## src/rtl/wave_capture_writer.sv

```systemverilog
// Trigger-based waveform capture writer: streams ADC samples into a circular
// RAM, holds a fixed pre-trigger history and stops once the post-trigger part
// of the window has been written.
module wave_capture_writer #(
  parameter int unsigned c_ADDR_WIDTH = 10,
  parameter int unsigned c_DATA_WIDTH = 8,
  parameter int unsigned c_PRE_TRIG   = 256
) (
  input  logic                    clk,
  input  logic                    rst_n,
  input  logic                    arm,
  input  logic                    force_trig,
  input  logic                    trig_edge,
  input  logic [c_DATA_WIDTH-1:0] trig_level,
  input  logic                    adc_valid,
  input  logic [c_DATA_WIDTH-1:0] adc_data,
  output logic                    wr_en,
  output logic [c_ADDR_WIDTH-1:0] wr_addr,
  output logic [c_DATA_WIDTH-1:0] wr_data,
  output logic                    busy,
  output logic                    done,
  output logic [c_ADDR_WIDTH-1:0] trig_addr,
  output logic [c_ADDR_WIDTH-1:0] start_addr
);

  localparam int unsigned DEPTH = 2 ** c_ADDR_WIDTH;
  localparam logic [c_ADDR_WIDTH-1:0] ADDR_ONE  = c_ADDR_WIDTH'(1);
  localparam logic [c_ADDR_WIDTH-1:0] PRE_OFS   = c_ADDR_WIDTH'(c_PRE_TRIG);
  localparam logic [c_ADDR_WIDTH-1:0] PRE_LAST  = c_ADDR_WIDTH'(c_PRE_TRIG - 1);
  localparam logic [c_ADDR_WIDTH-1:0] POST_LAST = c_ADDR_WIDTH'(DEPTH - c_PRE_TRIG - 2);

  typedef enum logic [2:0] {S_IDLE, S_PRE, S_ARMED, S_POST, S_DONE} state_t;

  state_t                  state, next_state;
  logic [c_ADDR_WIDTH-1:0] ptr;
  logic [c_ADDR_WIDTH-1:0] cnt;
  logic [c_DATA_WIDTH-1:0] prev;
  logic                    prev_valid;
  logic                    accept;
  logic                    arm_ok;
  logic                    hit;
  logic                    rise;
  logic                    fall;

  // State register
  always_ff @(posedge clk or negedge rst_n) begin
    if (!rst_n) state <= S_IDLE;
    else        state <= next_state;
  end

  // Next-state, sample acceptance and trigger detection
  always_comb begin
    next_state = state;
    busy       = 1'b0;
    accept     = 1'b0;
    arm_ok     = 1'b0;
    hit        = 1'b0;
    rise       = prev_valid && (prev <  trig_level) && (adc_data >= trig_level);
    fall       = prev_valid && (prev >= trig_level) && (adc_data <  trig_level);
    case (state)
      S_IDLE, S_DONE: begin
        arm_ok = arm;
        if (arm) next_state = S_PRE;
      end
      S_PRE: begin
        busy   = 1'b1;
        accept = adc_valid;
        if (adc_valid && (cnt == PRE_LAST)) next_state = S_ARMED;
      end
      S_ARMED: begin
        busy   = 1'b1;
        accept = adc_valid;
        hit    = adc_valid && (force_trig || (trig_edge ? fall : rise));
        if (hit) next_state = S_POST;
      end
      S_POST: begin
        busy   = 1'b1;
        accept = adc_valid;
        if (adc_valid && (cnt == POST_LAST)) next_state = S_DONE;
      end
      default: next_state = S_IDLE;
    endcase
  end

  // Write port, pointers, counters and trigger bookkeeping
  always_ff @(posedge clk or negedge rst_n) begin
    if (!rst_n) begin
      wr_en      <= 1'b0;
      wr_addr    <= '0;
      wr_data    <= '0;
      done       <= 1'b0;
      trig_addr  <= '0;
      start_addr <= '0;
      ptr        <= '0;
      cnt        <= '0;
      prev       <= '0;
      prev_valid <= 1'b0;
    end else begin
      wr_en <= 1'b0;
      if (arm_ok) begin
        done       <= 1'b0;
        ptr        <= '0;
        cnt        <= '0;
        prev_valid <= 1'b0;
      end
      if (accept) begin
        wr_en      <= 1'b1;
        wr_addr    <= ptr;
        wr_data    <= adc_data;
        ptr        <= ptr + ADDR_ONE;
        prev       <= adc_data;
        prev_valid <= 1'b1;
        // cnt counts PRE writes, rests at zero through ARMED, then counts POST writes
        if (state == S_PRE)  cnt <= (cnt == PRE_LAST) ? '0 : cnt + ADDR_ONE;
        if (state == S_POST) cnt <= cnt + ADDR_ONE;
      end
      if (hit) begin
        trig_addr  <= ptr;
        start_addr <= ptr - PRE_OFS;
      end
      if ((state == S_POST) && (next_state == S_DONE)) done <= 1'b1;
    end
  end

endmodule
```

## config.mk

```make
export PLATFORM = sky130hd
export DESIGN_NAME = wave_capture_writer
export DESIGN_NICKNAME = d
export VERILOG_FILES = /design/src/rtl/wave_capture_writer.sv
export SDC_FILE = /design/constraint.sdc
export NUM_CORES = 1
export LEC_CHECK = 0
export CORE_ASPECT_RATIO = 0.7
export CORE_MARGIN = 3
export CORE_UTILIZATION = 54
export CTS_CLUSTER_SIZE = 12
export DETAILED_ROUTE_END_ITERATION = 6
export HOLD_SLACK_MARGIN = 0.03
export PLACE_DENSITY = 0.84
export SYNTH_ARGS = -nofsm -noshare
export SYNTH_HDL_FRONTEND = slang
export SYNTH_SLANG_ARGS = --single-unit
```

## constraint.sdc

```tcl
create_clock -name clk -period 6.3 [get_ports clk]
set_clock_uncertainty 0.05 [all_clocks]
set_input_delay 1.26 -clock clk [delete_from_list [all_inputs] [get_ports clk]]
set_output_delay 1.26 -clock clk [all_outputs]
set_load 0.05 [all_outputs]
```

==> reports/results.tsv <==
stage	metric	value	unit
floorplan	core area	4992	um2
setup_path	critical path fanouts, max	23	
route	drt total wl	6.535	mm
yosys	most frequent cell after synthesis	nand2_1	
floorplan	Die W	94.01	um
yosys	Ys Warns	0	
clock_network	Worst-path clk slew	0.10	ns
yosys	cell count after synthesis	299	
route	1st-iter DRT viols	136	
yosys	Yosys top cell by area	dfrtp_1	
yosys	ys async rst share	100.0	%
yosys	Yosys top cell area share	47.86	%
finish	n_diodes	0	
floorplan	Chip Height	67.61	um
run_status	status	finished clean	
power	peak supply drop	0.2252	mV
route	DRT antenna net count	0	
setup_path	CP required	6.48	ns
global_routing	initial antenna violation count	0	
sta	RSZ-0062 raised after global routing	no	
clock_network	CTS root buf	clkbuf_8	
sta	Slew @ Worst Pin	1.010	ns
route	via count	2331	
sta	Slew HR	32.39	%
global_routing	vias in the first global route	2274	
sta	Setup Viol. Count Final	0	
setup_path	CP arrival	4.09	ns
sta	setup TNS	0	ns
route	1st-pass router iterations	4	
sta	Final Critical Period	3.904	ns
route	Vias/cell	5.511	
yosys	top_reg_cell synth	dfrtp_1	
floorplan	die area	6356	um2
place	dpl hpwl	4.745	mm
setup_path	CP startpoint kind	input port	
sta	Fin. Hold Viols	0	
yosys	cell area after synthesis	2928	um2
setup_path	Worst R2R Path Depth	7	
global_routing	first-pass GRT wire length	10.90	mm
yosys	sequential share of the synthesized area	47.86	%
setup_path	crit path cell chain	clkdlybuf4s50_1, and2b_1, o21ai_2, clkinv_1, buf_4, and4_1, and3_1, nand3_1, mux2i_1	
setup_path	CP max stage delay	0.61	ns
floorplan	row cnt	21	
yosys	Post-synth EDFFs	0	
setup_path	CP Capture Type	flip-flop	
yosys	syn_area_per_cell	9.792	um2
finish	design area	3674	um2
finish	nets	395	
route	Routed WL per cell	15.45	um
setup_path	worst r2r src	state[1]	
clock_network	cts repair resizes	0	
clock_network	clock sink count	56	
worst_hold_path	WHS Endpoint	wr_addr[6]	
worst_hold_path	Hold Path Class	flip-flop to flip-flop	
clock_network	CTS max path bufs	2	
place	Cell Area, Placed	3545	um2
finish	share of layout cells above drive strength 1	7.910	%
clock_network	Setup Buffers After CTS	0	
clock_network	Clock Latency Late Sink	0.31	ns
floorplan	Initial Util	58.65	%
global_routing	gr usage total	21.86	%
run	number of max-cap violations	0	
clock_network	CTS tree	built	
global_routing	Congestion Overflow GR	0	
yosys	Mapped Nets	340	
power	pwr/cell area	233.9	nW/um2
yosys	synth top area cells	dfrtp_1, nand2_1, ha_1	
place	port buffer count	62	
clock_network	hold-fix buffers at CTS	0	
setup_path	slowest library cell on the worst path	clkinv_1	
route	drt drc	0	
global_routing	maximum number of pins on one net before global-route repair	57	
setup_path	Bufs and invs on worst path	3	
yosys	Synth Register Bits	56	
worst_hold_path	critical hold path startpoint	wr_addr[6]	
yosys	Yosys cell types	46	
worst_hold_path	Worst Hold Depth	2	
setup_path	Crit Path Category	input port to flip-flop	
clock_network	CTS Buf Count	5	
power	Pleak	0.001742	uW
setup_path	end of the worst register-to-register path	ptr[9]	
clock_network	H-tree level count	2	
sta	Fmax	0.2561	GHz
finish	synth-to-layout area growth	25.47	%
setup_path	Crit path max-delay family	buffers and inverters	
sta	Max Slew Vio Count	0	
yosys	Commonest cells post-synth	nand2_1, dfrtp_1, o21ai_0	
sta	fin crit share	61.97	%
floorplan	IO Pins	63	
place	Placer Congestion	0.8794	
setup_path	Reg2Reg Setup Slack	3.13	ns
[stage by stage]
step / total power [uW] / utilization (%) / instances / worst slack, ns / hold WS, ns
finish: 859.4 / 73.58 / 423 / 2.396 / 0.4388
global route: 898.6 / 73.58 / 423 / 2.208 / 0.4721
CTS: 861.3 / 73.58 / 423 / 2.360 / 0.4420
detailed placement: 594.8 / 71.00 / 416 / 2.129 / 0.4194
global placement: 589.1 / 71.00 / 416 / 2.265 / 0.4164
floorplan: 523.1 / - / 299 / 3.094 / 0.4102
[where the power goes]
part	total, uW	internal (uW)	switching [uW]	leakage, uW
combinational	172	66.2	105	0.000942
clock	269	156	113	0.0000642
sequential	419	386	32.5	0.000736
total	859	609	250	0.00174
[area by class of cell]
class                           count  area [um2]
Inverter                           13       48.80
Clock buffer                        5       68.82
Sequential cell                    56        1401
Multi-Input combinational cell    214        1378
Clock inverter                      2       60.06
Tap cell                           69       86.33
Fill cell                         361        1319
Timing Repair Buffer               64       630.6
[how the worst max path moves through the flow]
stage,start,to,cells after the start
final,adc_valid,ptr[9],9
after global routing,adc_valid,ptr[9],9
after CTS,adc_valid,ptr[9],9
after detailed placement,adc_valid,ptr[9],9
after global placement,adc_valid,ptr[9],9
after floorplan,trig_level[1],trig_addr[2],9
[sequential cells by signal (all words and copies together) (netlist names)]
name        count
cnt            10
ptr            10
trig_addr      10
wr_addr        10
prev            8
state           3
start_addr      2
done            1
prev_valid      1
wr_en           1
[placed cells by master, fill, tap and decap left out, types with 3 or more instances in the layout]
cell type	n
a21oi_1	10
nor2_1	13
dfrtp_1	56
nand2b_1	3
o21ai_0	24
mux2i_1	3
nand3_1	11
inv_1	12
nand2_1	74
clkbuf_8	5
nand4_1	7
o31ai_1	3
ha_1	19
clkdlybuf4s50_1	61
mux2_4	8
mux2_2	3
and3_1	6
[metal layers]
layer / global-route usage [%] / vias up / share of wire (%)
li1: - / 1138 / -
met5: 0 / - / 0
met1: 32.19 / 1113 / 49
met3: 3.563 / 9 / 4.9
met2: 33.60 / 71 / 45
met4: 6.126 / 0 / 1.1
[cell families (layout without fill, tap and decap cells)]
| kind of cell | after synthesis | in the layout | synth area share (%) |
|---|---|---|---|
| compound gates | 55 | 55 | 13.16 |
| xor+xnor | 3 | 3 | 0.8976 |
| fa+ha+maj | 19 | 19 | 8.120 |
| buf+inv | 29 | 84 | 5.085 |
| flops | 56 | 56 | 47.86 |
| mux | 14 | 14 | 6.282 |
| simple gates | 123 | 123 | 18.59 |
[worst min-delay path: cells and delay by family, from the launching register on]
kind | cells | cell delay [ns]
and+or+nand+nor | 2 | 0.11
DFF | 1 | 0.36
(Power assumes the default switching activity.)
